--- config.mk ---
export PLATFORM = sky130hd
export DESIGN_NAME = ifetch
export DESIGN_NICKNAME = d
export VERILOG_FILES = /design/src/rtl/ifetch_pkg.sv /design/src/rtl/ifetch_fifo.sv /design/src/rtl/ifetch.sv
export SDC_FILE = /design/constraint.sdc
export NUM_CORES = 1
export LEC_CHECK = 0
export CAP_MARGIN = 30
export CORE_ASPECT_RATIO = 0.9
export CORE_UTILIZATION = 55
export CTS_BUF_LIST = sky130_fd_sc_hd__clkbuf_8
export DETAILED_ROUTE_END_ITERATION = 8
export DONT_BUFFER_PORTS = 1
export GPL_TIMING_DRIVEN = 1
export PLACE_DENSITY = 0.74
export SLEW_MARGIN = 20
export SYNTH_ARGS = -nofsm -noshare
export SYNTH_HDL_FRONTEND = slang
export SYNTH_HIERARCHICAL = 1
export SYNTH_SLANG_ARGS = --single-unit
--- constraint.sdc ---
create_clock -name clk -period 9.6 [get_ports clk]
set_input_delay 0.48 -clock clk [delete_from_list [all_inputs] [get_ports clk]]
set_output_delay 0.48 -clock clk [all_outputs]
set_load 0.02 [all_outputs]
--- src/rtl/ifetch_pkg.sv ---
// Core-wide defines shared by ifetch, ctrl and the IF/ID register:
// bubble instruction, hold levels and the default boot address.
package ifetch_pkg;

    localparam logic [31:0] NOP_INST_DEF   = 32'h0000_0001;
    localparam logic [31:0] RESET_ADDR_DEF = 32'h0000_0000;

    typedef enum logic [1:0] {
        HOLD_NONE = 2'b00,
        HOLD_PC   = 2'b01,
        HOLD_IF   = 2'b10,
        HOLD_ID   = 2'b11
    } hold_e;

    function automatic logic [31:0] word_align(input logic [31:0] addr);
        return {addr[31:2], 2'b00};
    endfunction

endpackage

--- src/rtl/ifetch_fifo.sv ---
// Prefetch buffer: small circular FIFO with flush; pop and push on a full
// FIFO in the same cycle is legal and keeps the count.
module ifetch_fifo #(
    parameter int WIDTH = 64,
    parameter int DEPTH = 2
) (
    input  logic                         clk,
    input  logic                         rstn,
    input  logic                         push_i,
    input  logic [WIDTH-1:0]             wdata_i,
    input  logic                         pop_i,
    input  logic                         flush_i,
    output logic [WIDTH-1:0]             rdata_o,
    output logic                         empty_o,
    output logic [$clog2(DEPTH+1)-1:0]   count_o
);

    localparam int PTR_W = (DEPTH > 1) ? $clog2(DEPTH) : 1;
    localparam int CNT_W = $clog2(DEPTH + 1);

    logic [WIDTH-1:0] mem_q [DEPTH];
    logic [PTR_W-1:0] rd_ptr_q, rd_ptr_d;
    logic [PTR_W-1:0] wr_ptr_q, wr_ptr_d;
    logic [CNT_W-1:0] count_q, count_d;
    logic             full;
    logic             wr_en;
    logic             rd_en;

    function automatic logic [PTR_W-1:0] next_ptr(input logic [PTR_W-1:0] p);
        return (p == PTR_W'(DEPTH - 1)) ? '0 : p + PTR_W'(1);
    endfunction

    always_comb begin
        full     = (count_q == CNT_W'(DEPTH));
        rd_en    = pop_i && (count_q != '0);
        wr_en    = push_i && (!full || rd_en);
        rd_ptr_d = rd_ptr_q;
        wr_ptr_d = wr_ptr_q;
        count_d  = count_q;
        if (flush_i) begin
            rd_ptr_d = '0;
            wr_ptr_d = '0;
            count_d  = '0;
        end else begin
            if (wr_en) wr_ptr_d = next_ptr(wr_ptr_q);
            if (rd_en) rd_ptr_d = next_ptr(rd_ptr_q);
            if (wr_en && !rd_en) count_d = count_q + CNT_W'(1);
            else if (rd_en && !wr_en) count_d = count_q - CNT_W'(1);
        end
    end

    always_ff @(posedge clk or negedge rstn) begin
        if (!rstn) begin
            rd_ptr_q <= '0;
            wr_ptr_q <= '0;
            count_q  <= '0;
        end else begin
            rd_ptr_q <= rd_ptr_d;
            wr_ptr_q <= wr_ptr_d;
            count_q  <= count_d;
        end
    end

    // Storage carries no reset; validity is tracked by count_q alone.
    always_ff @(posedge clk) begin
        if (wr_en && !flush_i) mem_q[wr_ptr_q] <= wdata_i;
    end

    assign rdata_o = mem_q[rd_ptr_q];
    assign empty_o = (count_q == '0);
    assign count_o = count_q;

endmodule

--- src/rtl/ifetch.sv ---
// Instruction fetch: pipelined bus requests with a bounded number in flight,
// a prefetch buffer feeding IF/ID, and redirect with stale-response dropping.
module ifetch
    import ifetch_pkg::*;
#(
    parameter logic [31:0] RESET_ADDR = RESET_ADDR_DEF,
    parameter int          DEPTH      = 2,
    parameter logic [31:0] NOP_INST   = NOP_INST_DEF
) (
    input  logic        clk,
    input  logic        rstn,
    input  logic [1:0]  hold_flag_i,
    input  logic        jump_flag_i,
    input  logic [31:0] jump_addr_i,
    output logic        ibus_req_o,
    output logic [31:0] ibus_addr_o,
    input  logic        ibus_gnt_i,
    input  logic        ibus_rvalid_i,
    input  logic [31:0] ibus_rdata_i,
    output logic [31:0] inst_addr_o,
    output logic [31:0] inst_o
);

    localparam int CNT_W = $clog2(DEPTH + 1);

    logic [31:0]      fetch_pc_q, fetch_pc_d;
    logic [31:0]      rsp_addr_q, rsp_addr_d;
    logic [CNT_W-1:0] outstanding_q, outstanding_d;
    logic [CNT_W-1:0] drop_q, drop_d;
    logic [CNT_W:0]   in_flight;
    logic             fire;
    logic             rsp_ok;
    logic             discard;
    logic             push;
    logic             pop;
    logic             fifo_empty;
    logic [CNT_W-1:0] fifo_count;
    logic [63:0]      fifo_rdata;

    always_comb begin
        in_flight  = {1'b0, outstanding_q} + {1'b0, fifo_count};
        // Gated by rstn so the request is low while reset is held and rises
        // in the very first cycle after release.
        ibus_req_o = rstn && (hold_flag_i == HOLD_NONE) && !jump_flag_i
                     && (in_flight < (CNT_W + 1)'(DEPTH));
        fire       = ibus_req_o && ibus_gnt_i;
        rsp_ok     = ibus_rvalid_i && (outstanding_q != '0);
        discard    = rsp_ok && (drop_q != '0);
        push       = rsp_ok && !discard && !jump_flag_i;
        pop        = !fifo_empty && (hold_flag_i != HOLD_IF)
                     && (hold_flag_i != HOLD_ID) && !jump_flag_i;

        outstanding_d = outstanding_q;
        if (fire && !rsp_ok) outstanding_d = outstanding_q + CNT_W'(1);
        else if (!fire && rsp_ok) outstanding_d = outstanding_q - CNT_W'(1);

        // Everything still outstanding belongs to the old stream; any drop
        // already pending is a subset of it, so loading (not adding) avoids
        // counting those twice.
        drop_d = drop_q;
        if (jump_flag_i) drop_d = outstanding_q - CNT_W'(rsp_ok);
        else if (discard) drop_d = drop_q - CNT_W'(1);

        fetch_pc_d = fetch_pc_q;
        rsp_addr_d = rsp_addr_q;
        if (jump_flag_i) begin
            fetch_pc_d = word_align(jump_addr_i);
            rsp_addr_d = word_align(jump_addr_i);
        end else begin
            if (fire) fetch_pc_d = fetch_pc_q + 32'd4;
            if (push) rsp_addr_d = rsp_addr_q + 32'd4;
        end

        if (!fifo_empty && !jump_flag_i) begin
            inst_addr_o = fifo_rdata[63:32];
            inst_o      = fifo_rdata[31:0];
        end else begin
            inst_addr_o = 32'h0;
            inst_o      = NOP_INST;
        end
    end

    always_ff @(posedge clk or negedge rstn) begin
        if (!rstn) begin
            fetch_pc_q    <= RESET_ADDR;
            rsp_addr_q    <= RESET_ADDR;
            outstanding_q <= '0;
            drop_q        <= '0;
        end else begin
            fetch_pc_q    <= fetch_pc_d;
            rsp_addr_q    <= rsp_addr_d;
            outstanding_q <= outstanding_d;
            drop_q        <= drop_d;
        end
    end

    assign ibus_addr_o = fetch_pc_q;

    ifetch_fifo #(
        .WIDTH (64),
        .DEPTH (DEPTH)
    ) u_fifo (
        .clk     (clk),
        .rstn    (rstn),
        .push_i  (push),
        .wdata_i ({rsp_addr_q, ibus_rdata_i}),
        .pop_i   (pop),
        .flush_i (jump_flag_i),
        .rdata_o (fifo_rdata),
        .empty_o (fifo_empty),
        .count_o (fifo_count)
    );

endmodule

**Word level (Yosys, flattened, before mapping)**

Memories as Yosys holds them, arrays and structs flattened.
Index checks and enable logic that the tools add are counted.

- Register bits: 72
- Memory bits (writable): 128
- Bits of input ports: 71
- Output and inout bits: 97
- Logic and storage cells: 84
- Memories kept: 1

- $add $sub $neg: 11
- Magnitude comparators: 1
- Equal/unequal tests: 3
- Mux-type cells: 21
- Reductions and logical operators: 40

Memory list:

| name | depth | width | read ports | clocked after memory_dff | wr ports | RTL line | text |
|---|---|---|---|---|---|---|---|
| u_fifo.mem_q | 2 | 64 | 1 | 0 | 1 | ifetch_fifo.sv:21 | `logic [WIDTH-1:0] mem_q [DEPTH];` |

Operator list:

| operator | count |
|---|---|
| 32-bit two-way mux | 6 |
| 32-bit by 3-bit adder with 32-bit output, second input constant | 2 |
| 1-bit logical AND | 19 |
| 2-bit nonzero test | 9 |
| 2-bit two-way mux | 7 |
| 1-bit zero test | 8 |
| 1-bit two-way mux | 8 |
| 2-bit by 1-bit subtractor with 2-bit output, second input constant | 3 |
| 2-bit by 1-bit adder with 2-bit output, second input constant | 2 |
| 2-bit zero test | 2 |
| 2-bit != test, second input constant | 2 |
| 2-bit by 2-bit adder with 3-bit output | 1 |
| 3-bit by 2-bit less-than comparator with 1-bit output, second input constant | 1 |
| 3-bit nonzero test | 1 |
| 1-bit adder, second input constant | 2 |
| 2-bit equality test, second input constant | 1 |
| 2-bit by 1-bit subtractor with 2-bit output | 1 |
| 1-bit logical OR | 1 |

**Longest topological paths before layout**

- Word-level depth: 13
- Depth in mapped cells: 12
- Depth with buffers taken out: 9

**Hierarchy**

Netlist, hierarchy kept.

By module, submodules not included:

| module | instances | cells each | area an instance (um2) | sequential area each (um2) |
|---|---|---|---|---|
| ifetch_fifo | 1 | 224 | 4879.7 | 3943.8 |
| ifetch | 1 | 483 | 4102.7 | 1601.5 |

**Worst setup path before layout**

No wires, ideal clock.

- Path kind: input to register
- Start point: in jump_flag_i
- End point: mem u_fifo.mem_q[1][0], enable pin
- Setup time: 578 ps
- Arrival: 6476 ps
- Required time: 9022 ps
- Slack: 2546 ps
- Stages: 7
- Path buffers: 3
- Cell sequence: buf_6 clkbuf_1 clkbuf_1 nor3_1 nand2b_1 o21ai_2 nor3b_1

- Cells in the longest elaborated chain, start to end: 8
- Elaborated cells between the ends (all ways): 9
- Classes of those cells: mux (2); reduce/logical (7)

RTL lines:

| item | RTL line | text |
|---|---|---|
| start: declaration | ifetch.sv:13 | `input logic jump_flag_i,` |
| 1-bit zero test | ifetch.sv:51 | `&& (hold_flag_i != HOLD_ID) && !jump_flag_i;` |
| 1-bit logical AND | ifetch.sv:51 |  |
| net pop | ifetch.sv:35 | `logic pop;` |
| 1-bit logical AND | ifetch_fifo.sv:35 | `rd_en = pop_i && (count_q != '0);` |
| 1-bit logical OR | ifetch_fifo.sv:36 | `wr_en = push_i && (!full \|\| rd_en);` |
| 1-bit logical AND | ifetch_fifo.sv:36 |  |
| 1-bit logical AND | ifetch_fifo.sv:66 | `if (wr_en && !flush_i) mem_q[wr_ptr_q] <= wdata_i;` |
| 1-bit two-way mux | ifetch_fifo.sv:66 |  |
| 1-bit two-way mux (not written as such) | ifetch_fifo.sv:66 |  |
| end: declaration | ifetch_fifo.sv:21 |  |

The timed path passes the listed nets, and every way through them passes these cells.

**Final worst setup path**

- Start point: reg u_fifo.count_q[0], in the netlist u_fifo/count_o[0]
- End point: reg fetch_pc_q[5], in the netlist ibus_addr_o[5]

- Cells in the longest elaborated chain, start to end: 5

RTL lines:

| item | RTL line | text |
|---|---|---|
| start: declaration | ifetch_fifo.sv:24 | `logic [CNT_W-1:0] count_q, count_d;` |
| start signal: assignment | ifetch_fifo.sv:60 | `count_q <= count_d;` |
| 2-bit by 2-bit adder with 3-bit output | ifetch.sv:41 | `in_flight = {1'b0, outstanding_q} + {1'b0, fifo_count};` |
| 3-bit by 2-bit less-than comparator with 1-bit output | ifetch.sv:45 | `&& (in_flight < (CNT_W + 1)'(DEPTH));` |
| 1-bit logical AND | ifetch.sv:45 |  |
| 1-bit logical AND | ifetch.sv:46 | `fire = ibus_req_o && ibus_gnt_i;` |
| 2-bit nonzero test (no line) | - |  |
| end signal: assignment | ifetch.sv:90 | `fetch_pc_q <= fetch_pc_d;` |
| end: declaration | ifetch.sv:26 | `logic [31:0] fetch_pc_q, fetch_pc_d;` |

Every way passes these cells.
A chain may end at the register's enable or synchronous reset.

==> flow_summary.yaml <==
placed_design:
  place_area_sq_um: 9170
  gp_congestion: 0.890
  portBuffers: 0
  dp_hpwl_mm: 12.5
  place_inst: 888
die:
  pin_count: 168
  start_util_pct: 57.2
  rows: 43
  die_h_microns: 123
  chipWidth_microns: 137
  core_sq_um: 15700
  die_area_sq_um: 16800
synth:
  synth-seq-area-share_pct: 61.7
  synth-async-reset-ratio_pct: 34.7
  synth_edf_count: 128
  syn_inst: 707
  synth_cell_types: 53
  synth_seq_cells: 196
  ys.flop_type: "edfxtp_1"
  syn_avg_cell_area_sq_um: 12.7
  synth_warnings: 6
  syn_area_sq_um: 8980
grt:
  grt_max_degree: 70
  first_global_vias: 5352
  track_usage_pct: 22.5
  antenna_found_initial: 0
  grt_pass1_wl_mm: 28.1
  grt.overflow.total: 0
critical_path:
  path_class: "reg2reg"
  r2r_slack_ps: 6040
  start_kind: "flip-flop"
  crit_required_ps: 9910
  worstPathArrival_ps: 3880
  reg2reg_depth: 9
  reg2reg_to: "ibus_addr_o[5]"
  worstSetupEndpointType: "flip-flop"
  crit_path_max_fanout: 18
  worstReg2RegStart: "u_fifo/count_o[0]"
finish:
  diodes: 0
  nNetsFinal: 784
  final_area_sq_um: 9610
  fillers: 1212
  drive_gt1_share_pct: 13.3
  syn2layout_area_growth_pct: 6.94
  fin_cells: 922
flow_run:
  cap_violations: 0
route:
  firstDrtPassIters: 4
  wl_per_cell_microns: 20.0
  via_count: 5520
  wl_mm: 18.5
  via_per_inst: 5.99
  drt_iter0_markers: 418
  ant_nets: 0
  drc: 0
timing:
  setup-violations-final: 0
  setup-tns-final_ps: 0
  finalClockSkew_ps: 8.88
  fmax_mhz: 281
  max_slew_margin_pct: 33.8
  period_minus_slack_ps: 3560
  slew_viol_final: 0
  period_share_pct: 37.1
  hold_violations: 0
  worst_pin_slew_ps: 983
  rsz0062_at_grt: "false"
power_and_ir_drop:
  power.density_nw_per_um2: 182
  p_leak_nw: 3.39
  irDropWorstVdd_uv: 95.1
  finalPower_mw: 1.75
run_status:
  status: "complete, no violations"
cts:
  cts_buffer_depth: 2
  clock_sinks: 196
  h-tree-depth: 4
  clk_pin_slew_worst_paths_ps: 100
  cts_tree: "yes"
  numCtsBuffers: 17
  clock_latency_ps: 460
  ctsRootBufferMaster: "clkbuf_8"
hold_path:
  hold_path_class: "in2reg"
  min_from: "jump_flag_i"
  hold_end: "u_fifo/rd_ptr_q"
  hold_depth: 1
## sequential cells by signal, indices dropped and copies added, names as in the netlist
signal           flops
u_fifo/mem_q       128
ibus_addr_o         30
rsp_addr_q          30
drop_q               2
outstanding_q        2
u_fifo/count_o       2
u_fifo/rd_ptr_q      1
u_fifo/wr_ptr_q      1
## placed cells by master (no fill, tap or decap), types with 5 or more instances in the layout
cell type  Yosys  layout
clkbuf_8       0      17
o21ai_0       48      48
a21boi_0       5       5
and3_1        11      11
nand2_1       56      56
conb_1         1       6
nand2b_1       5       5
inv_8          0       6
xor2_1        21      21
mux2_1        24      24
ha_1           5       5
nand4_1       19      19
buf_4          4       7
nor3_1        12      11
nor2_1        26      25
dfrtp_1       68      67
inv_1         15      16
nand3_1       19      19
and2_1        70      70
edfxtp_1     128     128
nor4_1         8       8
o311ai_0      12      12
a21oi_1        8       8
o211ai_1      11      11
a41oi_1        5       5
mux2_2        41      41
xnor2_1       17      17
## cell families (layout without fill, tap and decap cells)
logic type | count (synthesis) | count (layout) | synth area share (%)
adder cells (fa/ha/maj) | 6 | 6 | 0.919
AO/OA/AOI/OAI | 101 | 101 | 7.23
other | 1 | 6 | 0.0417
multiplexers | 67 | 67 | 8.43
AND/OR/NAND/NOR | 247 | 247 | 15.0
buffers and inverters | 51 | 59 | 2.90
XOR/XNOR | 38 | 38 | 3.71
flip-flops | 196 | 196 | 61.7
## where the power goes
group,internal (mW),switching [mW]
clock network,0.218,0.309
registers,0.960,0.0737
logic,0.0728,0.113
## through the flow
| stage | setup WS (ps) | utilization (%) | hold WS, ps |
|---|---|---|---|
| 6_report | 6040 | 61.1 | 77.9 |
| 5_1_grt | 5850 | 61.1 | 45.2 |
| 4_1_cts | 6030 | 61.1 | 39.3 |
| 3_5_place_dp | 6050 | 58.4 | 186 |
| 3_3_place_gp | 5630 | 58.1 | 186 |
| 2_1_floorplan | 2550 | - | 184 |
## layer usage
layer,vias to the layer above,routed length (microns),track usage (%)
met5,-,0,0
met4,0,145,5.63
met3,14,2010,8.61
met2,225,8470,35.3
met1,2700,7830,29.5
li1,2581,-,-
## cell type report
cell class                 count  area, sq um  area share, %
clock buffer                  17          234           2.44
clock inverter                15          161           1.68
inverter                      16         65.1          0.677
multi-input combinational    465         3210           33.5
sequential                   196         5550           57.7
tap                          202          253           2.63
timing repair buffer          11          133           1.38
## worst max path at each step
| stage | startpoint | endpoint | slack [ps] |
|---|---|---|---|
| 2_1_floorplan | jump_flag_i | u_fifo/mem_q[1][0] | 2550 |
| 3_3_place_gp | u_fifo/count_o[0] | ibus_addr_o[29] | 5630 |
| 3_5_place_dp | u_fifo/count_o[0] | ibus_addr_o[5] | 6050 |
| 4_1_cts | u_fifo/count_o[0] | ibus_addr_o[5] | 6030 |
| 5_1_grt | u_fifo/count_o[0] | ibus_addr_o[11] | 5850 |
| 6_report | u_fifo/count_o[0] | ibus_addr_o[5] | 6040 |
## cells in the mapped netlist (8+ instances only)
cell / count / share of area (%)
nand4_1: 19 / 1.3
nor3_1: 12 / 0.67
xor2_1: 21 / 2.0
inv_1: 15 / 0.63
mux2_1: 24 / 3.0
mux2_2: 41 / 5.1
edfxtp_1: 128 / 43
clkbuf_1: 20 / 0.84
o21ai_0: 48 / 2.7
nand2_1: 56 / 2.3
dfrtp_1: 68 / 19
nor4_1: 8 / 0.56
o311ai_0: 12 / 1.2
nor2_1: 26 / 1.1
nand3_1: 19 / 1.1
o211ai_1: 11 / 0.92
xnor2_1: 17 / 1.7
a21oi_1: 8 / 0.45
and3_1: 11 / 0.77
and2_1: 70 / 4.9
## critical path, stage by stage, from the launching register on
cell,delay [ps]
dfrtp_1,460
and2_1,200
fa_1,410
or4b_1,540
or4b_1,770
clkinv_4,270
nor2_1,170
buf_4,220
o21ai_0,180
o311ai_0,170
## timing repair
action                                  CTS  global route
hold buffers                              2             0
buffers inserted                          0             0
endpoints found under the hold margin    68             0
resized for setup                         0             0
endpoints found under the setup margin    0             0
No activity file was read; power rests on OpenSTA's default activity.
